File: src/rtl/nfc_host_seq.sv
// -----------------------------------------------------------------------------
// nfc_host_seq
//   Host-side command sequencer sitting directly in front of the NAND flash
//   controller. Takes one page-level request at a time:
//     read    : start controller, then stream the page buffer to the host
//     program : stream host bytes into the page buffer, then start controller
//     erase   : start controller only
//     reset   : start controller only
//   Error flags from the controller are latched into op_stat when nfc_done is
//   seen. If nfc_done never arrives, a timeout aborts the operation instead.
//
// Ports
//   CLK, RES             clock (rising edge), synchronous active-low reset
//   host_req/op/row/ack  request handshake; ack is a 1-cycle pulse in IDLE
//   wr_data/valid/ready  program byte stream (host -> page buffer)
//   rd_data/valid/ready  read byte stream (page buffer -> host)
//   op_done, op_stat     1-cycle completion pulse, {timeout,RErr,EErr,PErr}
//   BF_sel/ad/din/we/dou page-buffer host port (dou valid 1 cycle after ad)
//   RWA, nfc_cmd         row address and command to the controller
//   nfc_strt, nfc_done   controller start pulse and completion level
//   PErr, EErr, RErr     controller error flags, sampled with nfc_done
// -----------------------------------------------------------------------------
module nfc_host_seq #(
    parameter int PAGE_BYTES = 2048,
    parameter int AW         = 11,
    parameter int RW         = 16,
    parameter int TIMEOUT    = 2**20
) (
    input  logic          CLK,
    input  logic          RES,
    input  logic          host_req,
    input  logic [1:0]    host_op,
    input  logic [RW-1:0] host_row,
    output logic          host_ack,
    input  logic [7:0]    wr_data,
    input  logic          wr_valid,
    output logic          wr_ready,
    output logic [7:0]    rd_data,
    output logic          rd_valid,
    input  logic          rd_ready,
    output logic          op_done,
    output logic [3:0]    op_stat,
    output logic          BF_sel,
    output logic [AW-1:0] BF_ad,
    output logic [7:0]    BF_din,
    output logic          BF_we,
    input  logic [7:0]    BF_dou,
    output logic [RW-1:0] RWA,
    output logic [2:0]    nfc_cmd,
    output logic          nfc_strt,
    input  logic          nfc_done,
    input  logic          PErr,
    input  logic          EErr,
    input  logic          RErr
);

    localparam int            TW        = (TIMEOUT > 1) ? $clog2(TIMEOUT) : 1;
    localparam logic [AW:0]   LAST_BYTE = (AW+1)'(PAGE_BYTES - 1);
    localparam logic [TW-1:0] TMO_LAST  = TW'(TIMEOUT - 1);

    localparam logic [1:0] OP_READ  = 2'b00;
    localparam logic [1:0] OP_PROG  = 2'b01;
    localparam logic [1:0] OP_ERASE = 2'b10;
    localparam logic [1:0] OP_RESET = 2'b11;

    typedef enum logic [2:0] {
        S_IDLE,
        S_FILL,
        S_START,
        S_WAIT,
        S_DRAIN,
        S_RESP
    } state_t;

    // DRAIN sub-phase: address issued -> buffer data valid -> byte offered.
    typedef enum logic [1:0] {
        RD_ADDR,
        RD_LOAD,
        RD_SHOW
    } rd_phase_t;

    function automatic logic [2:0] op_to_cmd(input logic [1:0] op);
        logic [2:0] cmd;
        cmd = 3'b001;
        case (op)
            OP_READ:  cmd = 3'b001;
            OP_PROG:  cmd = 3'b010;
            OP_ERASE: cmd = 3'b011;
            OP_RESET: cmd = 3'b100;
            default:  cmd = 3'b001;
        endcase
        return cmd;
    endfunction

    state_t        r_state;
    rd_phase_t     r_rd_phase;
    logic [1:0]    r_op;
    logic [AW:0]   r_count;
    logic [TW-1:0] r_tmo;

    logic          r_host_ack;
    logic          r_wr_ready;
    logic [7:0]    r_rd_data;
    logic          r_rd_valid;
    logic          r_op_done;
    logic [3:0]    r_op_stat;
    logic          r_bf_sel;
    logic [AW-1:0] r_bf_ad;
    logic [7:0]    r_bf_din;
    logic          r_bf_we;
    logic [RW-1:0] r_rwa;
    logic [2:0]    r_nfc_cmd;
    logic          r_nfc_strt;

    logic [AW:0]   w_count_inc;
    logic          w_last_byte;

    assign w_count_inc = r_count + 1'b1;
    assign w_last_byte = (r_count == LAST_BYTE);

    always_ff @(posedge CLK) begin
        if (!RES) begin
            r_state    <= S_IDLE;
            r_rd_phase <= RD_ADDR;
            r_op       <= '0;
            r_count    <= '0;
            r_tmo      <= '0;
            r_host_ack <= 1'b0;
            r_wr_ready <= 1'b0;
            r_rd_data  <= '0;
            r_rd_valid <= 1'b0;
            r_op_done  <= 1'b0;
            r_op_stat  <= '0;
            r_bf_sel   <= 1'b0;
            r_bf_ad    <= '0;
            r_bf_din   <= '0;
            r_bf_we    <= 1'b0;
            r_rwa      <= '0;
            r_nfc_cmd  <= '0;
            r_nfc_strt <= 1'b0;
        end else begin
            // NOTE: single-cycle pulses get a default of 0 here so every
            // state only has to say when they fire; all state updates use
            // non-blocking assignments so the order of the statements below
            // never changes what a neighbouring register sees this edge.
            r_host_ack <= 1'b0;
            r_bf_we    <= 1'b0;
            r_nfc_strt <= 1'b0;
            r_op_done  <= 1'b0;

            case (r_state)
                S_IDLE: begin
                    if (host_req) begin
                        r_host_ack <= 1'b1;
                        r_op       <= host_op;
                        r_rwa      <= host_row;
                        r_nfc_cmd  <= op_to_cmd(host_op);
                        r_count    <= '0;
                        if (host_op == OP_PROG) begin
                            r_wr_ready <= 1'b1;
                            r_bf_sel   <= 1'b1;
                            r_state    <= S_FILL;
                        end else begin
                            r_state    <= S_START;
                        end
                    end
                end

                S_FILL: begin
                    if (wr_valid && r_wr_ready) begin
                        r_bf_we  <= 1'b1;
                        r_bf_din <= wr_data;
                        r_bf_ad  <= r_count[AW-1:0];
                        if (w_last_byte) begin
                            // BF_sel stays up one more cycle so the final
                            // write strobe still reaches the buffer.
                            r_wr_ready <= 1'b0;
                            r_state    <= S_START;
                        end else begin
                            r_count <= w_count_inc;
                        end
                    end
                end

                S_START: begin
                    r_bf_sel   <= 1'b0;
                    r_nfc_strt <= 1'b1;
                    r_tmo      <= '0;
                    r_state    <= S_WAIT;
                end

                S_WAIT: begin
                    // nfc_done is checked first so it wins over a timeout
                    // landing in the same cycle.
                    if (nfc_done) begin
                        r_op_stat <= {1'b0, RErr, EErr, PErr};
                        if (r_op == OP_READ) begin
                            r_bf_sel   <= 1'b1;
                            r_bf_ad    <= '0;
                            r_count    <= '0;
                            r_rd_phase <= RD_ADDR;
                            r_state    <= S_DRAIN;
                        end else begin
                            r_op_done <= 1'b1;
                            r_state   <= S_RESP;
                        end
                    end else if (r_tmo == TMO_LAST) begin
                        r_op_stat <= 4'b1000;
                        r_op_done <= 1'b1;
                        r_state   <= S_RESP;
                    end else begin
                        r_tmo <= r_tmo + 1'b1;
                    end
                end

                S_DRAIN: begin
                    case (r_rd_phase)
                        RD_ADDR: r_rd_phase <= RD_LOAD;
                        RD_LOAD: begin
                            r_rd_data  <= BF_dou;
                            r_rd_valid <= 1'b1;
                            r_rd_phase <= RD_SHOW;
                        end
                        RD_SHOW: begin
                            if (rd_ready) begin
                                r_rd_valid <= 1'b0;
                                if (w_last_byte) begin
                                    r_bf_sel  <= 1'b0;
                                    r_op_done <= 1'b1;
                                    r_state   <= S_RESP;
                                end else begin
                                    r_count    <= w_count_inc;
                                    r_bf_ad    <= w_count_inc[AW-1:0];
                                    r_rd_phase <= RD_ADDR;
                                end
                            end
                        end
                        default: r_rd_phase <= RD_ADDR;
                    endcase
                end

                S_RESP: begin
                    r_bf_sel <= 1'b0;
                    r_state  <= S_IDLE;
                end

                default: r_state <= S_IDLE;
            endcase
        end
    end

    assign host_ack = r_host_ack;
    assign wr_ready = r_wr_ready;
    assign rd_data  = r_rd_data;
    assign rd_valid = r_rd_valid;
    assign op_done  = r_op_done;
    assign op_stat  = r_op_stat;
    assign BF_sel   = r_bf_sel;
    assign BF_ad    = r_bf_ad;
    assign BF_din   = r_bf_din;
    assign BF_we    = r_bf_we;
    assign RWA      = r_rwa;
    assign nfc_cmd  = r_nfc_cmd;
    assign nfc_strt = r_nfc_strt;

endmodule

File: config.mk
export PLATFORM = sky130hd
export DESIGN_NAME = nfc_host_seq
export DESIGN_NICKNAME = d
export VERILOG_FILES = /design/src/rtl/nfc_host_seq.sv
export SDC_FILE = /design/constraint.sdc
export NUM_CORES = 1
export LEC_CHECK = 0
export BUFFER_PORTS_ARGS = -buffer_cell sky130_fd_sc_hd__buf_2
export CORE_ASPECT_RATIO = 0.6
export CORE_MARGIN = 10
export CORE_UTILIZATION = 49
export DETAILED_ROUTE_END_ITERATION = 7
export PLACE_DENSITY_LB_ADDON = 0.15
export REMOVE_ABC_BUFFERS = 1
export SYNTH_ARGS = -nofsm -noshare
export SYNTH_HDL_FRONTEND = slang
export SYNTH_SLANG_ARGS = --single-unit
File: constraint.sdc
create_clock -name CLK -period 2.15 [get_ports CLK]
set_input_delay 0.1075 -clock CLK [delete_from_list [all_inputs] [get_ports CLK]]
set_output_delay 0.1075 -clock CLK [all_outputs]
set_load 0.01 [all_outputs]
### After elaboration in Yosys (flattened, before gate mapping)

Index checks and enable logic that the tools add are counted.

| word-level totals | value |
|---|---|
| word-level logic and storage cells | 136 |
| bits of input ports | 43 |
| output and inout bits | 57 |
| register bits | 96 |

| operators by class | value |
|---|---|
| equal/unequal tests | 28 |
| mux-type cells | 60 |
| reduce and logical (&&, ||, !) cells | 28 |
| add/subtract/negate cells | 2 |

Operators by type and width:

| cell | number |
|---|---|
| 12-bit two-way mux | 7 |
| 11-bit two-way mux | 6 |
| 12-bit case mux with 4 select lines | 1 |
| 20-bit two-way mux | 2 |
| 20-bit case mux with 2 select lines | 1 |
| 11-bit case mux with 3 select lines | 1 |
| 2-bit != test, second input constant | 13 |
| 3-bit two-way mux | 8 |
| 7-bit AND reduction | 3 |
| 20-bit by 1-bit adder with 20-bit output, second input constant | 1 |
| 20-bit equality test, second input constant | 1 |
| 1-bit two-way mux | 19 |
| 3-bit case mux with 5 select lines | 1 |
| 12-bit by 1-bit adder with 12-bit output, second input constant | 1 |
| 12-bit by 11-bit equality test with 1-bit output, second input constant | 1 |
| 3-bit case mux with 4 select lines | 1 |
| 2-bit AND reduction | 6 |
| 2-bit two-way mux | 5 |
| 5-bit AND reduction | 2 |
| 2-bit nonzero test | 5 |
| 3-bit != test, second input constant | 3 |
| 4-bit two-way mux | 2 |
| 8-bit AND reduction | 1 |
| 4-bit nonzero test | 2 |
| 15 further kinds | 25 |

### Logic depth before layout (Yosys ltp)

Gate-level depths: netlist of run 1.

| logic depth | value |
|---|---|
| word-level depth | 5 |
| depth in mapped cells | 9 |

### Worst setup path after synthesis of run 1

No wires, ideal clock.

| timing path | value |
|---|---|
| path kind | flip-flop to flip-flop |
| from | reg r_count[0] |
| to | reg r_bf_sel (netlist: BF_sel) |
| setup time | 0.127 ns |
| buffers on the path | 1 |
| stages on the path, launching flop included | 8 |
| setup slack | 0.144 ns |
| data required time | 2.023 ns |
| data arrival time | 1.879 ns |
| cell sequence | dfxtp_1 -> ha_1 -> nand3_1 -> or3_1 -> buf_2 -> o211ai_1 -> a21oi_1 -> or3_1 |

| on the way | value |
|---|---|
| longest elaborated chain between the ends | 3 |

RTL lines:

| element | RTL line | text |
|---|---|---|
| start, declared | 98 | `logic [AW:0] r_count;` |
| start signal, assigned | 180 | `r_count <= w_count_inc;` |
| start signal, assigned | 232 | `r_count <= w_count_inc;` |
| 12-bit by 11-bit equality test with 1-bit output | 119 | `assign w_last_byte = (r_count == LAST_BYTE);` |
| 2-bit != test (no line) | -- |  |
| 8-bit AND reduction (no line) | -- |  |
| end signal, assigned | 134 | `r_bf_sel <= 1'b0;` |
| end signal, assigned | 161 | `r_bf_sel <= 1'b1;` |
| end signal, assigned | 186 | `r_bf_sel <= 1'b0;` |
| end, declared | 107 | `logic r_bf_sel;` |

No other way between the ends.
A chain may end at the register's enable or synchronous reset.

### Worst setup path in the final report of run 1

| timing path | value |
|---|---|
| from | reg r_state[2] |
| to | reg r_count[5] |

| on the way | value |
|---|---|
| longest elaborated chain between the ends | 3 |
| elaborated cells between the ends (all ways) | 13 |

RTL lines:

| element | RTL line | text |
|---|---|---|
| start, declared | 95 | `state_t r_state;` |
| start signal, assigned | 123 | `r_state <= S_IDLE;` |
| start signal, assigned | 162 | `r_state <= S_FILL;` |
| start signal, assigned | 164 | `r_state <= S_START;` |
| 3-bit equality test, or another cell as far along | 151 | `case (r_state)` |
| 4-bit nonzero test (no line) or 2-bit != test (tied branches) | -- |  |
| 7-bit AND reduction (no line) | -- |  |

Parallel ways exist; a longest one is shown, timed or not.

==> out/metrics.sh, run 1 <==
CP_DATA_ARRIVAL_TIME_NS=2.30
POST_SYNTH_MAIN_AREA_CONTRIBUTORS='sky130_fd_sc_hd__dfxtp_1, sky130_fd_sc_hd__a21oi_1, sky130_fd_sc_hd__nand2_1'
MAPPEDNETLISTAREA_MM2=0.00459
HOLD-PATH-CELL-COUNT=3
POWER.SWITCHING_FRACTION_PCT=28.0
CRITICAL-PATH-MAX-STAGE-DELAY_NS=0.45
FINAL.MIN_CLOCK_PERIOD_NS=2.06
NETSWITCHINGPOWER_mW=1.21
CTS.SINK_COUNT=96
WORST_SETUP_HOLD_PATH_CLK_SLEW_NS=0.06
CRIT_END_CATEGORY='flip-flop'
POWER_PER_CELL_AREA_mW_PER_MM2=726
STARTPOINT_TYPE='flip-flop'
CELL_ROW_COUNT=27
WORSTPATHCELLLIST='buf_4, nand2b_1, a21o_1, buf_4, a31oi_1, o21a_1, o21a_1'
FINAL-MAX-SLEW-VIOLATION-COUNT=0
INSERTION_DELAY_NS=0.35
ANTENNA_CELLS_INSERTED=0
SYN_INST=552
DRC=0
RR_STARTPOINT='r_state[2]$_SDFFE_PN0P_'
INITIAL_CORE_UTILIZATION_PCT=50.1
CTS_ROOT_BUF='sky130_fd_sc_hd__clkbuf_16'
INITIALDRTVIOLATIONCOUNT=540
MIN_PERIOD_OVER_PERIOD_PCT=95.7
DRV.MAX_CAP_VIOLATION_COUNT=0
CORE_AREA_MM2=0.00916
STDCELL_AREA_MM2=0.00597
PORTION_OF_TOTAL_POWER_ATTRIBUTED_TO_THE_CLOCK_NETWORK_PCT=37.5
REPORT.POWER.TOTAL_mW=4.34
NETLIST_TOP_CELLS_COUNT='sky130_fd_sc_hd__dfxtp_1, sky130_fd_sc_hd__nand2_1, sky130_fd_sc_hd__a21oi_1'
SLEW_HEADROOM_PCT=52.6
GRT_SETUP_UNREPAIRED='no'
CTS_TREE='built'
H-TREE-DEPTH=3
PLACED_INSTANCES=782
SYNTH_SEQ_AREA_SHARE_PCT=41.9
LEAKAGE_nW=2.34
SYNTHDOMINANTAREACELLTYPE='sky130_fd_sc_hd__dfxtp_1'
RESULT_OF_THE_RUN='complete, no violations'
GRT.OVERFLOW.TOTAL=0
WIDTH_OF_THE_CHIP_UM=145
DOMINANTREGCELLSYNTH='sky130_fd_sc_hd__dfxtp_1'
TIMING.FINAL.WS_SETUP_NS=0.0932
NNETSFINAL=740
YOSYSWARNINGS=0
CTS_SETUP_BUFFERS=0
ANTENNA_FOUND_INITIAL=0
NUM-FILL-CELLS=740
SLOWEST_STAGE='sky130_fd_sc_hd__dfxtp_1'
P_SEQ_SHARE_PCT=44.3
SEQCELLAREA_MM2=0.00192
ANTENNA_VIOLATING_NETS_POST_ROUTE=0
FIRST_PASS_GRT_WIRE_LENGTH_UM=22300
POST_DRT_VIA_CELL_RATIO=5.68
MAX-CLOCK-PATH-BUFFERS=2
NETLIST_CELL_TYPES=60
GR-USAGE-ALL-LAYERS_PCT=19.8
CELLINTERNALPOWER_mW=3.12
CRIT_PATH_START='r_state[2]$_SDFFE_PN0P_'
GRT_PASS1_VIAS=4191
BEGINNING_OF_THE_WORST_HOLD_PATH='host_row[11]'
CP_MAX_FO=12
GRT_MAX_DEGREE=24
PLACE_CONGESTION=0.915
NUMBER_OF_PORT_BUFFERS=99
POSTROUTEWIRELENGTH_UM=14000
POWER.IR.VDD_WORST_mV=0.492
CP_DATA_REQUIRED_TIME_NS=2.39
DIE-AREA_MM2=0.0138
YOSYSTOPAREACELLSHARE_PCT=41.9
MULTI_INPUT_AREA_MM2=0.00248
DRIVE_GT1_SHARE_PCT=25.6
NUMBER_OF_STORAGE_ELEMENTS_IN_THE_SYNTHESIS_NETLIST=96
COMB_POWER_SHARE_PCT=18.2
DR.PASS1.ITERS=6
SYNTHMOSTINSTANTIATEDCELL='sky130_fd_sc_hd__dfxtp_1'
CLOCK.FMAX_GHz=0.486
HOLD_CLASS='in2reg'
TIGHTEST_SLEW_NS=0.701
CRITPATHKIND='reg2reg'
FINAL_CELL_COUNT_WITHOUT_FILLERS=825
HOLD_VIOLATIONS=0
SETUP_VIOL=0
AREA_GROWTH_SYN_TO_LAYOUT_PCT=30.1
TOP_LEVEL_PORTS=100
REG2REG_DEPTH=7
YS_ASYNC_SR_FRACTION_PCT=0
CLOCK-SKEW-FINAL_NS=0.00729
DETAILEDPLACEMENTHPWL_UM=9970
POST_SYN_AREA_PER_CELL_UM2=8.31
WL_PER_CELL_UM=17.0
PLACEMENT.CELL_AREA_MM2=0.00537
DIE-HEIGHT_UM=94.9
NUMCTSBUFFERS=9
SYNTH_EDF_COUNT=0
VIA_COUNT=4683
PLACEMENT.SETUP.WORST_SLACK_NS=0.126
## cell families (layout without fill, tap and decap cells)
kind of cell    after synthesis  count (layout)  share of synthesized area [%]
compound gates              140             140                           19.7
fa+ha+maj                     6               6                           1.64
mux                          19              19                           4.17
xor+xnor                     15              15                           2.86
simple gates                231             231                           25.2
flops                        96              96                           41.9
buf+inv                      45             188                           4.58
## layout by cell type, fill, tap and decap left out, types with 7 or more instances in the layout
cell type | Yosys | routed
sky130_fd_sc_hd__nor2_1 | 57 | 57
sky130_fd_sc_hd__inv_1 | 8 | 7
sky130_fd_sc_hd__or3_1 | 11 | 11
sky130_fd_sc_hd__clkbuf_16 | 0 | 9
sky130_fd_sc_hd__buf_2 | 10 | 99
sky130_fd_sc_hd__dlygate4sd3_1 | 0 | 28
sky130_fd_sc_hd__a31oi_1 | 9 | 9
sky130_fd_sc_hd__a211oi_1 | 9 | 9
sky130_fd_sc_hd__nand2_1 | 73 | 72
sky130_fd_sc_hd__nand4_1 | 9 | 9
sky130_fd_sc_hd__xnor2_1 | 9 | 9
sky130_fd_sc_hd__nand3_1 | 19 | 19
sky130_fd_sc_hd__a211oi_2 | 9 | 9
sky130_fd_sc_hd__buf_4 | 1 | 37
sky130_fd_sc_hd__a21oi_1 | 66 | 66
sky130_fd_sc_hd__dfxtp_1 | 96 | 96
sky130_fd_sc_hd__o21ai_0 | 21 | 21
sky130_fd_sc_hd__nor3_1 | 11 | 10
sky130_fd_sc_hd__mux2i_1 | 18 | 18
## state kept, by name, summed over array words and instances, names as in the netlist, 2 cells and up
register	flops
nfc_cmd	3
BF_ad	11
r_count	12
op_stat	4
BF_din	8
r_tmo	20
r_state	3
RWA	16
r_op	2
rd_data	8
r_rd_phase	2
## stage by stage
step	utilization [%]	setup TNS [ns]	hold WS (ns)
after global placement	58.6	0	0.339
final	65.2	0	0.0165
after global routing	65.2	0	0.0112
after CTS	64.9	0	0.00504
after floorplan	-	-3.34	0.204
after detailed placement	58.6	0	0.351
## final cells by class
cell class              instances  area share, %
flip-flops and latches         96           32.2
repair buffers                165           18.0
clock inverters                 4          0.922
inverters                       8          0.503
well taps                     130           2.72
multi-input cells             411           41.6
clock buffers                  11           4.07
## routing by layer
metal / track usage (%) / vias to the layer above / routed length (µm)
met5: 0 / - / 0
met4: 3.47 / 0 / 82
met3: 9.40 / 7 / 1720
met2: 26.9 / 240 / 5660
met1: 27.9 / 2190 / 6560
li1: - / 2246 / -
## power by group through the flow
| stage | registers (mW) | logic (mW) | clock network [mW] |
|---|---|---|---|
| floorplan | 2.01 | 0.348 | 0 |
| global placement | 1.95 | 0.720 | 0 |
| detailed placement | 1.96 | 0.733 | 0 |
| CTS | 1.92 | 0.775 | 1.65 |
| global route | 1.93 | 0.867 | 1.73 |
| finish | 1.92 | 0.790 | 1.63 |
## what timing repair did
| action | CTS | global route |
|---|---|---|
| hold buffers | 28 | 0 |
| endpoints found under the setup margin | 0 | 19 |
| gates resized for setup | 0 | 5 |
| endpoints found under the hold margin | 28 | 0 |
## worst max-delay path, delay by kind of cell (launching register included)
kind                   cells  cell delay, ns
AO/OA/AOI/OAI              4            0.81
flip-flops                 1            0.45
buffers and inverters      2            0.42
AND/OR/NAND/NOR            1            0.28
## path summary, 6_finish.rpt
check,slack [ns],end
min,0.02,RWA[11]$_SDFFE_PN0P_
max reg2reg,0.09,r_count[5]$_SDFFE_PN0P_
min reg2reg,0.45,RWA[13]$_SDFFE_PN0P_
max,0.09,r_count[5]$_SDFFE_PN0P_
Power figures use the tool's default switching activity.
==> run 2, diff against run 1 <==
--- a/config.mk
+++ b/config.mk
@@ -5,10 +5,13 @@
 export SDC_FILE = /design/constraint.sdc
 export NUM_CORES = 1
 export LEC_CHECK = 0
+export ABC_AREA = 1
 export BUFFER_PORTS_ARGS = -buffer_cell sky130_fd_sc_hd__buf_2
+export CELL_PAD_IN_SITES_DETAIL_PLACEMENT = 0
+export CELL_PAD_IN_SITES_GLOBAL_PLACEMENT = 1
 export CORE_ASPECT_RATIO = 0.6
 export CORE_MARGIN = 10
-export CORE_UTILIZATION = 49
+export CORE_UTILIZATION = 41
 export DETAILED_ROUTE_END_ITERATION = 7
 export PLACE_DENSITY_LB_ADDON = 0.15
 export REMOVE_ABC_BUFFERS = 1
==> constraint.sdc (replaced) <==
create_clock -name CLK -period 2.47 [get_ports CLK]
set_input_delay 0.1235 -clock CLK [delete_from_list [all_inputs] [get_ports CLK]]
set_output_delay 0.1235 -clock CLK [all_outputs]
set_load 0.01 [all_outputs]
==> run 2 against run 1 <==
Net effect: area after synthesis grew 2.0%; clock skew rose by 0.00097 ns; register-to-register slack better by 0.31 ns; critical path depth is 5 higher; sequential share of layout area is 1.4 points higher; combinational power increased to 2.6 times the previous value; die area is 18% higher; critical endpoint is now r_tmo[17]$_SDFFE_PN0P_.
==> out/metrics.sh, run 2 <==
RESULT_OF_THE_RUN='complete, no violations'
DETAILEDPLACEMENTHPWL_UM=9850
ANTENNA_FOUND_INITIAL=0
GRT_MAX_DEGREE=30
YOSYSWARNINGS=0
SYNTHMOSTINSTANTIATEDCELL='sky130_fd_sc_hd__nand2_1'
FINAL_COMMON_CELL='sky130_fd_sc_hd__nand2_1'
NUMBER_OF_STORAGE_ELEMENTS_IN_THE_SYNTHESIS_NETLIST=96
DIE-AREA_MM2=0.0162
NETLIST_TOP_CELLS_COUNT='sky130_fd_sc_hd__nand2_1, sky130_fd_sc_hd__nor2_1, sky130_fd_sc_hd__dfxtp_1'
SYNTHDOMINANTAREACELLTYPE='sky130_fd_sc_hd__dfxtp_1'
POST_SYNTH_MAIN_AREA_CONTRIBUTORS='sky130_fd_sc_hd__dfxtp_1, sky130_fd_sc_hd__nand2_1, sky130_fd_sc_hd__nor2_1'
FIRST_PASS_GRT_WIRE_LENGTH_UM=22200
YS_ASYNC_SR_FRACTION_PCT=0
POST_DRT_VIA_CELL_RATIO=4.92
PLACE_CONGESTION=0.896
POWER.IR.VDD_WORST_mV=0.531
FINAL.SETUP.TNS_NS=0
MAX_FLOP_REGISTER='r_tmo'
SETUP_VIOL=0
CRIT_END_CATEGORY='flip-flop'
CELL_ROW_COUNT=30
SEQCELLAREA_MM2=0.00192
HOLD_VIOLATIONS=0
WL_PER_CELL_UM=14.3
WIDTH_OF_THE_CHIP_UM=158
PATH_DELAY_FAMILY='simple AND/OR/NAND/NOR gates'
MIN_PERIOD_OVER_PERIOD_PCT=83.8
SLEW_HEADROOM_PCT=61.6
CTS_TREE='built'
LEAKAGE_nW=2.45
H-TREE-DEPTH=3
CP_DATA_ARRIVAL_TIME_NS=2.29
CRITPATHKIND='reg2reg'
GRT_SETUP_UNREPAIRED='no'
ANTENNA_VIOLATING_NETS_POST_ROUTE=0
CP_DATA_REQUIRED_TIME_NS=2.69
CRITICAL-PATH-MAX-STAGE-DELAY_NS=0.43
MULTI_INPUT_AREA_MM2=0.00239
POST_SYN_AREA_PER_CELL_UM2=6.73
NETLIST_CELL_TYPES=33
LARGEST_REGISTER_FF_COUNT=20
POSTROUTEWIRELENGTH_UM=13600
HOLD-WORST-SLACK_NS=0.00717
CTS-HOLD-FIX-BUFFERS=12
PLACED_INSTANCES=923
LAYOUT_COMMON_CELLS='sky130_fd_sc_hd__nand2_1, sky130_fd_sc_hd__nor2_1, sky130_fd_sc_hd__buf_2'
WORST_PATH_MOST_REPEATED_CELL='sky130_fd_sc_hd__nor2_1'
GRT.OVERFLOW.TOTAL=0
CORE_AREA_MM2=0.0112
CLOCK.FMAX_GHz=0.483
NUMBER_OF_PORT_BUFFERS=99
SYNTH_SEQ_AREA_SHARE_PCT=41.1
MAPPEDNETLISTAREA_MM2=0.00468
HOLD_CLASS='in2reg'
NUM-FILL-CELLS=1165
DR.PASS1.ITERS=5
STARTPOINT_TYPE='flip-flop'
PLACEMENT.CELL_AREA_MM2=0.00529
DOMINANTREGCELLSYNTH='sky130_fd_sc_hd__dfxtp_1'
YOSYSTOPAREACELLSHARE_PCT=41.1
WORST_SETUP_HOLD_PATH_CLK_SLEW_NS=0.07
CTS.SINK_COUNT=96
CTS_SETUP_BUFFERS=0
CTS_ROOT_BUF='sky130_fd_sc_hd__clkbuf_16'
DRIVE_GT1_SHARE_PCT=18.8
CRITICAL_PATH_BUF_INV_COUNT=1
POWER_PER_CELL_AREA_mW_PER_MM2=951
INSERTION_DELAY_NS=0.35
GR-USAGE-ALL-LAYERS_PCT=16.9
TOP_LEVEL_PORTS=100
NUMCTSBUFFERS=9
SYNTH_EDF_COUNT=0
CTS_RESIZED=0
NNETSFINAL=851
VIA_COUNT=4676
DRC=0
MAX-CLOCK-PATH-BUFFERS=2
WORSTPATHCELLLIST='ha_1, nand2_1, nor2_2, nand2_2, nor2_1, nand2_1, nand2_2, nand2_4, inv_4, nor2_1, nor2_1, nor2_1'
FINAL_CELL_COUNT_WITHOUT_FILLERS=951
CLOCK-SKEW-FINAL_NS=0.00826
FINAL-MAX-SLEW-VIOLATION-COUNT=0
STDCELL_AREA_MM2=0.00572
AREA_GROWTH_SYN_TO_LAYOUT_PCT=22.1
FINAL.MIN_CLOCK_PERIOD_NS=2.07
DIE-HEIGHT_UM=103
SYN_INST=695
SLOWEST_STAGE='sky130_fd_sc_hd__dfxtp_1'
DRV.MAX_CAP_VIOLATION_COUNT=0
INITIALDRTVIOLATIONCOUNT=294
GRT_PASS1_VIAS=4401
ANTENNA_CELLS_INSERTED=0
INITIAL_CORE_UTILIZATION_PCT=41.7
CP_MAX_FO=26
TIGHTEST_SLEW_NS=0.575
[run 2: final timing paths]
kind | start | to | slack (ns) | depth (start not counted)
worst min-delay path | BF_dou[2] | rd_data[2]$_SDFFE_PN0P_ | 0.007 | 3
worst max register to register | r_tmo[0]$_SDFFE_PN0P_ | r_tmo[17]$_SDFFE_PN0P_ | 0.40 | 12
worst min register to register | r_rd_phase[0]$_SDFFE_PN0P_ | r_rd_phase[0]$_SDFFE_PN0P_ | 0.43 | 1
worst max-delay path | r_tmo[0]$_SDFFE_PN0P_ | r_tmo[17]$_SDFFE_PN0P_ | 0.40 | 12
[run 2: metrics by stage]
step / setup WS (ns) / utilization [%] / power [mW]
3_5_place_dp: 0.401 / 47.1 / 3.97
4_1_cts: 0.388 / 50.9 / 5.46
2_1_floorplan: 0.220 / - / 3.24
5_1_grt: 0.0540 / 50.9 / 5.79
3_3_place_gp: 0.451 / 47.1 / 3.93
6_report: 0.401 / 50.9 / 5.43
[run 2: worst register-to-register path: stages, from the launching register on]
cell and delay, ns:
sky130_fd_sc_hd__dfxtp_1 0.43, sky130_fd_sc_hd__ha_1 0.22, sky130_fd_sc_hd__nand2_1 0.09, sky130_fd_sc_hd__nor2_2 0.16, sky130_fd_sc_hd__nand2_2 0.12, sky130_fd_sc_hd__nor2_1 0.10, sky130_fd_sc_hd__nand2_1 0.07, sky130_fd_sc_hd__nand2_2 0.12
sky130_fd_sc_hd__nand2_4 0.21, sky130_fd_sc_hd__inv_4 0.22, sky130_fd_sc_hd__nor2_1 0.07, sky130_fd_sc_hd__nor2_1 0.08, sky130_fd_sc_hd__nor2_1 0.04
[run 2: kinds of logic after synthesis]
family	Yosys count	synth area share, %
AOI/OAI and AO/OA	112	12.6
xor gates and xnor gates	13	2.43
adders and majority gates	6	1.60
buffers and inverters	86	7.91
DFF	96	41.1
and+or+nand+nor	382	34.4
[run 2: layer usage]
metal	GRT usage (%)	up-vias	routed length, µm
li1	-	2448	-
met1	24.3	2066	6910
met2	22.3	150	5210
met3	7.08	12	1370
met4	4.25	0	150
met5	0	-	0
[run 2: cell type report]
class | count | area share [%]
Timing Repair Buffer | 120 | 12.0
Tap cell | 144 | 3.15
Clock buffer | 11 | 4.25
Clock inverter | 5 | 1.09
Multi-Input combinational cell | 513 | 41.8
Inverter | 62 | 4.16
Sequential cell | 96 | 33.6
[run 2: power breakdown]
group | switching (mW) | total (mW) | internal, mW
Combinational | 1.43 | 2.06 | 0.638
Clock | 0.635 | 1.46 | 0.821
Sequential | 0.145 | 1.91 | 1.77
Total | 2.21 | 5.43 | 3.23
